`src/rtl/mandelbrot_pixel_scan.sv`:
```
// Raster scan of the H_RES x V_RES pixel grid, emitting complex coordinates
// built incrementally from latched view parameters over a valid/ready handshake.
module mandelbrot_pixel_scan #(
  parameter int FP_WIDTH = 26,
  parameter int H_RES    = 800,
  parameter int V_RES    = 600,
  parameter int COL_W    = 10,
  parameter int ROW_W    = 10
) (
  input  logic                       CLK,
  input  logic                       RESET,
  input  logic                       init,
  input  logic signed [FP_WIDTH-1:0] step,
  input  logic signed [FP_WIDTH-1:0] x_start,
  input  logic signed [FP_WIDTH-1:0] y_start,
  output logic                       out_valid,
  input  logic                       out_ready,
  output logic [COL_W-1:0]           out_col,
  output logic [ROW_W-1:0]           out_row,
  output logic signed [FP_WIDTH-1:0] c_re,
  output logic signed [FP_WIDTH-1:0] c_im,
  output logic                       frame_busy,
  output logic                       frame_done
);

  typedef enum logic [1:0] {S_IDLE, S_SCAN, S_DONE} state_t;

  localparam logic [COL_W-1:0] LAST_COL = COL_W'(H_RES - 1);
  localparam logic [ROW_W-1:0] LAST_ROW = ROW_W'(V_RES - 1);

  state_t r_state, w_state_nxt;

  logic                       r_valid, r_busy, r_done;
  logic [COL_W-1:0]           r_col;
  logic [ROW_W-1:0]           r_row;
  logic signed [FP_WIDTH-1:0] r_c_re, r_c_im, r_step, r_xs;

  logic                       w_valid_nxt, w_busy_nxt, w_done_nxt;
  logic [COL_W-1:0]           w_col_nxt;
  logic [ROW_W-1:0]           w_row_nxt;
  logic signed [FP_WIDTH-1:0] w_c_re_nxt, w_c_im_nxt, w_step_nxt, w_xs_nxt;

  logic w_hs, w_last_col, w_last_row;

  assign w_hs       = (r_state == S_SCAN) && r_valid && out_ready;
  assign w_last_col = (r_col == LAST_COL);
  assign w_last_row = (r_row == LAST_ROW);

  always_ff @(posedge CLK) begin
    if (RESET) r_state <= S_IDLE;
    else       r_state <= w_state_nxt;
  end

  always_comb begin
    w_state_nxt = r_state;
    case (r_state)
      S_IDLE: if (init) w_state_nxt = S_SCAN;
      S_SCAN: begin
        if (init)                                  w_state_nxt = S_SCAN;
        else if (w_hs && w_last_col && w_last_row) w_state_nxt = S_DONE;
      end
      S_DONE:  w_state_nxt = init ? S_SCAN : S_IDLE;
      default: w_state_nxt = S_IDLE;
    endcase
  end

  // init takes priority over any handshake on the same edge, in every state.
  always_comb begin
    w_valid_nxt = r_valid;
    w_busy_nxt  = r_busy;
    w_done_nxt  = 1'b0;
    w_col_nxt   = r_col;
    w_row_nxt   = r_row;
    w_c_re_nxt  = r_c_re;
    w_c_im_nxt  = r_c_im;
    w_step_nxt  = r_step;
    w_xs_nxt    = r_xs;
    if (init) begin
      w_step_nxt  = step;
      w_xs_nxt    = x_start;
      w_c_re_nxt  = x_start;
      w_c_im_nxt  = y_start;
      w_col_nxt   = '0;
      w_row_nxt   = '0;
      w_valid_nxt = 1'b1;
      w_busy_nxt  = 1'b1;
    end else if (w_hs) begin
      if (!w_last_col) begin
        w_col_nxt  = r_col + COL_W'(1);
        w_c_re_nxt = r_c_re + r_step;
      end else if (!w_last_row) begin
        w_col_nxt  = '0;
        w_row_nxt  = r_row + ROW_W'(1);
        w_c_re_nxt = r_xs;
        w_c_im_nxt = r_c_im - r_step;
      end else begin
        w_valid_nxt = 1'b0;
        w_busy_nxt  = 1'b0;
        w_done_nxt  = 1'b1;
      end
    end
  end

  always_ff @(posedge CLK) begin
    if (RESET) begin
      r_valid <= 1'b0;
      r_busy  <= 1'b0;
      r_done  <= 1'b0;
      r_col   <= '0;
      r_row   <= '0;
      r_c_re  <= '0;
      r_c_im  <= '0;
      r_step  <= '0;
      r_xs    <= '0;
    end else begin
      r_valid <= w_valid_nxt;
      r_busy  <= w_busy_nxt;
      r_done  <= w_done_nxt;
      r_col   <= w_col_nxt;
      r_row   <= w_row_nxt;
      r_c_re  <= w_c_re_nxt;
      r_c_im  <= w_c_im_nxt;
      r_step  <= w_step_nxt;
      r_xs    <= w_xs_nxt;
    end
  end

  assign out_valid  = r_valid;
  assign frame_busy = r_busy;
  assign frame_done = r_done;
  assign out_col    = r_col;
  assign out_row    = r_row;
  assign c_re       = r_c_re;
  assign c_im       = r_c_im;

endmodule

```
`config.mk`:
```
export PLATFORM = sky130hd
export DESIGN_NAME = mandelbrot_pixel_scan
export DESIGN_NICKNAME = d
export VERILOG_FILES = /design/src/rtl/mandelbrot_pixel_scan.sv
export SDC_FILE = /design/constraint.sdc
export NUM_CORES = 1
export LEC_CHECK = 0
export ABC_AREA = 1
export BUFFER_PORTS_ARGS = -buffer_cell sky130_fd_sc_hd__buf_4
export CAP_MARGIN = 20
export CORE_MARGIN = 2
export CORE_UTILIZATION = 45
export DETAILED_ROUTE_END_ITERATION = 6
export HOLD_SLACK_MARGIN = 0.08
export PLACE_DENSITY = 0.66
export REMOVE_ABC_BUFFERS = 1
export SLEW_MARGIN = 5
export SYNTH_ARGS = -nofsm -noshare
export SYNTH_HDL_FRONTEND = slang
export SYNTH_SLANG_ARGS = --single-unit
```
`constraint.sdc`:
```
create_clock -name CLK -period 5.05 [get_ports CLK]
set_input_delay 0.505 -clock CLK [delete_from_list [all_inputs] [get_ports CLK]]
set_output_delay 0.505 -clock CLK [all_outputs]
set_load 0.05 [all_outputs]
```
# Word level (Yosys, flattened, before mapping)

Index checks and enable logic that the tools add are counted.

Register bits: 128
Input port bits: 82
Output and inout port bits: 75

$add $sub $neg: 4
Eq/ne operators: 9
Muxes and demuxes: 20
Bitwise operators: 3
Reduce and logical (&&, ||, !) cells: 16

Operators by type and width:

| operator                                                                 | number |
|---|---|
| 26-bit two-way mux                                                       | 8 |
| 26-bit adder                                                             | 1 |
| 26-bit subtractor                                                        | 1 |
| 10-bit by 1-bit adder with 10-bit output (second input constant)         | 2 |
| 10-bit == test (second input constant)                                   | 2 |
| 10-bit two-way mux                                                       | 2 |
| 3-bit AND reduction                                                      | 3 |
| 1-bit two-way mux                                                        | 6 |
| 2-bit two-way mux                                                        | 3 |
| 2-bit inequality test (second input constant)                            | 3 |
| 2-bit one-hot mux with 3 select lines                                    | 1 |
| 2-bit AND reduction                                                      | 3 |
| 2-bit nonzero test                                                       | 3 |
| 1-bit logical AND                                                        | 4 |
| 4-bit OR reduction                                                       | 1 |
| 3-bit by 2-bit inequality test with 1-bit output (second input constant) | 1 |
| 3-bit inequality test (second input constant)                            | 1 |
| 1-bit inverter                                                           | 3 |
| 2-bit by 1-bit == test with 1-bit output (second input constant)         | 1 |
| 2-bit == test (second input constant)                                    | 1 |
| 2-bit logical NOT                                                        | 1 |
| 2-bit OR reduction                                                       | 1 |

# Longest topological paths before layout

Gate-level depths: netlist of the first run.

Depth after elaboration: 8
Gate-level depth with buffers: 14
Gate-level depth less buffers: 14

# Least setup slack after synthesis of the first run

No wires, ideal clock.

Path type: register -> register
From: register r_c_im[0] (netlist: c_im[0])
To: register r_c_im[10] (netlist: c_im[10])
Arrival: 2.257 ns
Required time: 4.922 ns
Setup slack: 2.666 ns
Cell stages (with the launch flop): 13
Buffers on the path: 0
Clock period less this slack: 2.384 ns
Cell sequence: dfxtp_1 inv_1 ha_1 fa_1 inv_1 nand3_1 nand2_1 nand2_1 nand2_1 a21oi_1 or2_2 a31oi_1 nor2_1

Longest elaborated chain between the ends: 5

Ends and longest elaborated chain:

| item                   | RTL line | source |
|---|---|---|
| from (decl)            | 36       | `logic signed [FP_WIDTH-1:0] r_c_re, r_c_im, r_step, r_xs;` |
| from (signal assigned) | 122      | `r_c_im <= w_c_im_nxt;` |
| 26-bit subtractor      | 95       | `w_c_im_nxt = r_c_im - r_step;` |
| 26-bit two-way mux     | 91       | `end else if (!w_last_row) begin` |
| 26-bit two-way mux     | 88       | `if (!w_last_col) begin` |
| 26-bit two-way mux     | 87       | `end else if (w_hs) begin` |
| 26-bit two-way mux     | 78       | `if (init) begin` |

No other way between the ends. The select of a mux whose other input is x is not followed.
A chain may end at the register's enable or synchronous reset.

# Worst setup path after layout of the first run

From: register r_col[0] (netlist: out_col[0])
To: register r_c_re[3] (netlist: c_re[3])

Longest elaborated chain between the ends: 4

Ends and longest elaborated chain:

| item                   | RTL line | source |
|---|---|---|
| from (decl)            | 34       | `logic [COL_W-1:0] r_col;` |
| from (signal assigned) | 119      | `r_col <= w_col_nxt;` |
| 10-bit == test *       | 46       | `assign w_last_col = (r_col == LAST_COL);` |
| 26-bit two-way mux     | 88       |  |
| 26-bit two-way mux     | 87       |  |
| 26-bit two-way mux     | 78       |  |
| to (signal assigned)   | 121      | `r_c_re <= w_c_re_nxt;` |
| to (decl)              | 36       |  |

Mark *: on every way between the ends. The rest lies on a longest branch, timed or not. The select of a mux whose other input is x is not followed.

==> results of run 1 <==
## where the power goes
group	total [mW]	switching, mW	internal [mW]
registers	1.12	0.0538	1.07
logic	0.872	0.573	0.298
clock network	1.24	0.488	0.751
total	3.24	1.12	2.12
## worst min-delay path by stage
stage,from,endpoint,slack [ps],depth (start not counted)
after floorplan,r_xs[12],r_xs[12],430,2
after global routing,x_start[20],r_xs[20],310,3
after global placement,r_xs[12],r_xs[12],440,2
after CTS,step[25],r_step[25],290,3
after detailed placement,r_xs[12],r_xs[12],450,2
final,step[25],r_step[25],310,3
## layout make-up
type	instances	area (um2)	area share, %
Clock buffer	19	453	4.13
Clock inverter	13	136	1.24
Inverter	221	835	7.61
Multi-Input combinational cell	1034	5420	49.4
Sequential cell	128	2560	23.4
Tap cell	265	332	3.02
Timing Repair Buffer	161	1230	11.2
## cell usage in the layout (no fill, tap or decap), types with 3 or more instances in the layout
cell,n
a21oi_1,156
a21oi_2,10
a22oi_1,4
a31oi_1,17
and2_1,3
buf_4,160
clkbuf_16,17
clkinv_2,4
clkinvlp_4,4
dfxtp_1,128
ha_1,52
inv_1,214
inv_2,3
nand2_1,399
nand2_4,3
nand3_1,80
nand3_2,11
nand4_1,26
nor2_1,80
nor2_4,4
nor3_1,10
nor4_1,4
o21a_1,3
o21ai_0,97
o21ai_1,19
o21bai_1,5
o22ai_1,3
or2_2,6
xnor2_1,3
xor2_1,20
## kinds of logic after synthesis
kind of cell | Yosys count
AND/OR/NAND/NOR | 637
AO/OA/AOI/OAI | 320
buffers and inverters | 264
flip-flops | 128
adder cells (fa/ha/maj) | 54
XOR/XNOR | 23
## critical path: cells and delay by family (launching register included)
family	cells	cell delay, ps
compound gates	2	300
fa+ha+maj	1	290
simple gates	6	1240
buf+inv	1	250
flops	1	400
## per-layer routing
layer | global-route usage, % | part of all wire, % | vias to the layer above
met2 | 42.3 | 46 | 209
met3 | 3.82 | 4.7 | 30
li1 | - | - | 4939
met4 | 7.11 | 1.4 | 0
met5 | 0 | 0 | -
met1 | 35.6 | 48 | 4213
## sequential cells by signal, summed over array words and instances (netlist names)
signal      cells
c_im           26
c_re           26
r_step         26
r_xs           26
out_col        10
out_row        10
r_state         2
frame_busy      1
frame_done      1
==> run_results.csv, run 1 <==
group,metric,value,unit
run_status,status,"finished clean",
timing,hold_viol,0,
final_layout,layout-drive-gt1-share,15.2,%
synthesis,synth_top_area_cell,"dfxtp_1",
synthesis,synth_most_common_cell,"nand2_1",
cts,ctsLongestPathBuffers,2,
routing,antenna_left,0,
worst_setup_path,rr_endpoint,"c_re[3]",
synthesis,synth-seq-cells,128,
cts,cts_sinks,128,
cts,clk_pin_slew,60,ps
grt,grt.total_usage,25.9,%
worst_setup_path,rrSetupSlack,2430,ps
synthesis,ys_seq_area_share,28.4,%
synthesis,async_flop_share,0,%
grt,antenna_found_initial,0,
synthesis,synth_top_family_by_area,"simple AND/OR/NAND/NOR gates",
worst_setup_path,path_cells,"ha_1, nand2_1, nor2_4, nand4_4, nand2_2, nand2_4, nor2_8, inv_4, o21ai_0, a31oi_1",
worst_setup_path,cp_max_fo,37,
cts,post_cts_resized,0,
synthesis,synth_area,9040,um2
grt,grt_first_pass_wirelength,44100,um
timing,clock_skew,12.2,ps
synthesis,muxShareOfSynthArea,0,%
synthesis,yosys-top-cells-area,"dfxtp_1 28%, nand2_1 17%, inv_1 8.9%",
placed_design,dp.cells,1808,
final_layout,num_antenna_cells,0,
job,drv_cap,0,
floorplanning,die_w,146,um
floorplanning,chipHeight,146,um
worst_setup_path,cp-start-kind,"register",
timing,setup_viol,0,
routing,drt_iter0_markers,536,
timing,fin_crit_sh,51.9,%
routing,routed_wl,27500,um
placed_design,port_buffers,156,
routing,vias_per_cell,5.10,
final_layout,utilization,56.0,%
worst_setup_path,max_stage_delay,400,ps
placed_design,place.gp.congestion,0.941,
cts,cts_setup_buffers,0,
synthesis,postSynthAreaPerCell,6.34,um2
cts,ctsRootBufferMaster,"clkbuf_16",
synthesis,yosys.area.top_type_share,28.4,%
routing,dr_total_vias,9391,
final_layout,layout.nets,1699,
routing,wl_per_cell,14.9,um
cts,clk_latency,430,ps
synthesis,postSynthCellCount,1426,
synthesis,synth_edf_count,0,
worst_setup_path,crit_type,"register to register",
timing,setup_ws,2430,ps
final_layout,instances_no_fill,1841,
worst_setup_path,critPathSlowestCell,"dfxtp_1",
worst_setup_path,reg2reg_depth,10,
worst_setup_path,worstSetupEndpoint,"c_re[3]",
floorplanning,num_io_pins,157,
pwr,power,3.24,mW
cts,htree_levels,4,
synthesis,synth_adder_area_share,7.64,%
synthesis,synth_cell_types,47,
final_layout,fin_area,11000,um2
floorplanning,start_util,46.1,%
worst_setup_path,required,5350,ps
timing,max_freq,382,MHz
routing,drtPass1Iterations,6,
synthesis,synthSimpleGateAreaFrac,31.1,%
synthesis,synth_compound_area_share,19.0,%
grt,grt_pass1_vias,8510,
synthesis,synth_xor_area_share,2.23,%
worst_setup_path,reg2reg_from,"out_col[0]",
pwr,leakage,5.38,nW
timing,worst-slew-pin-transition,876,ps
floorplanning,core,19600,um2
hold_path,hold_class,"input pin to register",
timing,slew_headroom,41.2,%
timing,rsz0062_at_grt,"no",
synthesis,yosysWarningCount,0,
placed_design,place_hpwl,21400,um
cts,cts-buffers-inserted,17,
grt,grt_max_degree,62,
routing,drc,0,
timing,min_period,2620,ps
placed_design,dpl-instance-area,10300,um2
floorplanning,dieArea,21200,um2
timing,setup_tns,0,ps
worst_setup_path,worstPathArrival,2920,ps
worst_setup_path,startpoint,"out_col[0]",
placed_design,dpl_worst_slack,2080,ps
final_layout,area_growth,21.3,%
worst_setup_path,worstSetupEndpointType,"register",
grt,grt-ovfl-total,0,
pwr,power.density,295,nW/um2
final_layout,fillers,2008,
cts,cts_tree,"yes",
synthesis,synth_ff_type,"dfxtp_1",
pwr,max-vdd-ir-drop,216,uV
floorplanning,rows,51,
synthesis,synthTopCellsByCount,"399 x nand2_1, 215 x inv_1, 156 x a21oi_1",
timing,maxSlewViolCount,0,
timing,timing.hold.ws,308,ps
cts,ctsHoldBuffers,0,
Note: power is estimated with default switching activity, not from simulation.
==> run 2, diff against run 1 <==
Settings changed: ABC_AREA 1 to 0, PLACE_DENSITY 0.66 to 0.67.
Clock period 5.05 ns to 2.7 ns, I/O delays scaled along.
==> run_results.csv, run 2 <==
group,metric,value,unit
worst_setup_path,cp-start-kind,"register",
synthesis,postSynthAreaPerCell,7.78,um2
placed_design,port_buffers,156,
final_layout,num_antenna_cells,0,
final_layout,layout.nets,1337,
worst_setup_path,max_stage_delay,350,ps
synthesis,synthTopCellsByCount,"128 x dfxtp_1, 124 x nor2_1, 123 x a21oi_1",
synthesis,yosysWarningCount,0,
timing,fin_crit_sh,97.1,%
worst_setup_path,crit_family,"compound AO/OA/AOI/OAI gates",
worst_setup_path,worstPathArrival,2920,ps
pwr,seqPwrFrac,35.2,%
grt,antenna_found_initial,0,
floorplanning,core,17400,um2
routing,drt_iter0_markers,555,
hold_path,hold_class,"input pin to register",
routing,top_layer,"met4",
grt,grt_max_degree,94,
pwr,switching_share,30.1,%
timing,setup_viol,0,
placed_design,place_hpwl,17900,um
floorplanning,start_util,46.2,%
floorplanning,die_w,137,um
cts,clk_pin_slew,60,ps
routing,drc,0,
cts,clk_latency,420,ps
final_layout,final_common_cell,"buf_4",
final_layout,layout-drive-gt1-share,21.4,%
grt,grt_pass1_vias,7393,
timing,max_freq,381,MHz
worst_setup_path,path_cells,"ha_2, fa_2, a21o_1, a221oi_2, a31oi_1, a211oi_2, o21ai_1, a311oi_2, xor2_1, o21bai_1",
cts,htree_levels,4,
timing,hold_viol,0,
synthesis,ys_seq_area_share,32.0,%
final_layout,instances_no_fill,1438,
routing,antenna_left,0,
timing,worst-slew-pin-transition,574,ps
pwr,internal_power,4.12,mW
routing,m1WireLength,11300,um
grt,grt.total_usage,25.8,%
routing,dr_total_vias,8123,
placed_design,dp.cells,1401,
job,drv_cap,0,
pwr,max-vdd-ir-drop,462,uV
routing,routed_wl,24500,um
worst_setup_path,critPathSlowestCell,"fa_2",
timing,min_period,2620,ps
worst_setup_path,crit_type,"register to register",
cts,cts-buffers-inserted,17,
synthesis,yosys.area.top_type_share,32.0,%
cts,cts_tree,"yes",
floorplanning,rows,48,
final_layout,final_cell_mix,"203 x buf_4, 128 x dfxtp_1, 124 x nor2_1",
worst_setup_path,worstSetupEndpointType,"register",
timing,clock_skew,9.22,ps
pwr,combPwrFrac,24.0,%
timing,slew_headroom,61.7,%
worst_setup_path,required,3000,ps
floorplanning,dieArea,18900,um2
routing,drtPass1Iterations,5,
pwr,power_frac_clock,40.7,%
floorplanning,num_io_pins,157,
worst_setup_path,cp_num_buf_inv,0,
routing,wl_met3,1390,um
synthesis,synth_top_area_cell,"dfxtp_1",
cts,ctsLongestPathBuffers,2,
cts,cts_sinks,128,
synthesis,synth_area,8010,um2
grt,grt_first_pass_wirelength,38000,um
routing,wl_met2,11500,um
synthesis,synth-seq-cells,128,
pwr,leakage,4.56,nW
synthesis,synth_edf_count,0,
pwr,power,5.90,mW
worst_setup_path,cp_max_fo,3,
cts,ctsRootBufferMaster,"clkbuf_16",
synthesis,synth_cell_types,65,
synthesis,yosys-top-cells-area,"dfxtp_1 32%, ha_1 8.1%, a21oi_1 7.7%",
floorplanning,chipHeight,137,um
grt,grt-ovfl-total,0,
placed_design,place.gp.congestion,0.912,
pwr,p_sw,1.78,mW
run_status,status,"finished clean",
routing,wl_per_cell,17.0,um
final_layout,area_growth,28.9,%
timing,maxSlewViolCount,0,
synthesis,postSynthCellCount,1030,
synthesis,async_flop_share,0,%
pwr,power.density,571,nW/um2
synthesis,synth_ff_type,"dfxtp_1",
synthesis,synth_most_common_cell,"dfxtp_1",
routing,vias_per_cell,5.65,
==> run 2: cell count changes in the layout (fill, tap and decap cells not counted), sizes merged, moves of 24 or more <==
cell	change
a21oi	-42
buf	+45
inv	-177
mux2i	+41
nand2	-291
nand3	-69
nor2	+38
o21ai	-64
xnor2	+24
==> run 2: final cells by class <==
cell class | count | area (um2)
multi-input cells | 802 | 5100
flip-flops and latches | 128 | 2560
fillers | 1622 | 7030
clock buffers | 22 | 484
well taps | 225 | 282
inverters | 44 | 165
repair buffers | 208 | 1600
clock inverters | 9 | 131
==> run 2: worst min-delay path, stage by stage <==
cell and delay, ps:
buf_4 80, a21oi_1 50, nor2_1 70
==> run 2: cell families after synthesis <==
group,synth area share [%]
and+or+nand+nor,19.4
AOI/OAI and AO/OA,24.0
DFF,32.0
buffers and inverters,4.89
xor gates and xnor gates,6.01
adders and majority gates,8.62
muxes,5.12
==> run 2: repair_timing <==
action,in CTS,in global routing
gates resized for setup,1,11
hold endpoints to repair,2,0
endpoints found under the setup margin,1,12
pin swaps,4,5
setup buffers,4,0
hold buffers,2,0
==> run 2: power by group through the flow <==
stage	combinational, mW	sequential [mW]	clock (mW)
after global placement	1.39	2.11	0
after detailed placement	1.39	2.11	0
after global routing	1.55	2.09	2.51
final	1.42	2.08	2.40
after CTS	1.40	2.07	2.42
after floorplan	0.740	2.26	0
==> run 2: final timing paths <==
check | from | endpoint | slack [ps] | cells past startpoint
setup / recovery | r_step[0] | c_re[22] | 80 | 10
hold / removal | y_start[0] | c_im[0] | 80 | 3
setup reg to reg | r_step[0] | c_re[22] | 80 | 10
hold reg to reg | r_state[1] | r_state[0] | 410 | 1
==> run 2: metal layers <==
metal	track usage (%)	vias to the layer above
met2	42.8	248
met4	5.78	0
met1	34.7	3839
met5	0	-
met3	4.86	23
li1	-	4013
==> run 2: through the flow <==
stage | hold WS [ps] | worst slack [ps] | setup TNS (ps) | cell area [um2] | utilization (%)
final | 83.6 | 78.8 | 0 | 10300 | 59.5
after global routing | 85.6 | -9.75 | -12.4 | 10300 | 59.5
after CTS | 81.1 | 22.6 | 0 | 10300 | 59.3
after detailed placement | 417 | -50.8 | -50.8 | 9620 | 55.4
after global placement | 416 | -18.1 | -18.1 | 9620 | 55.4
after floorplan | 336 | -817 | -23890 | 7780 | -
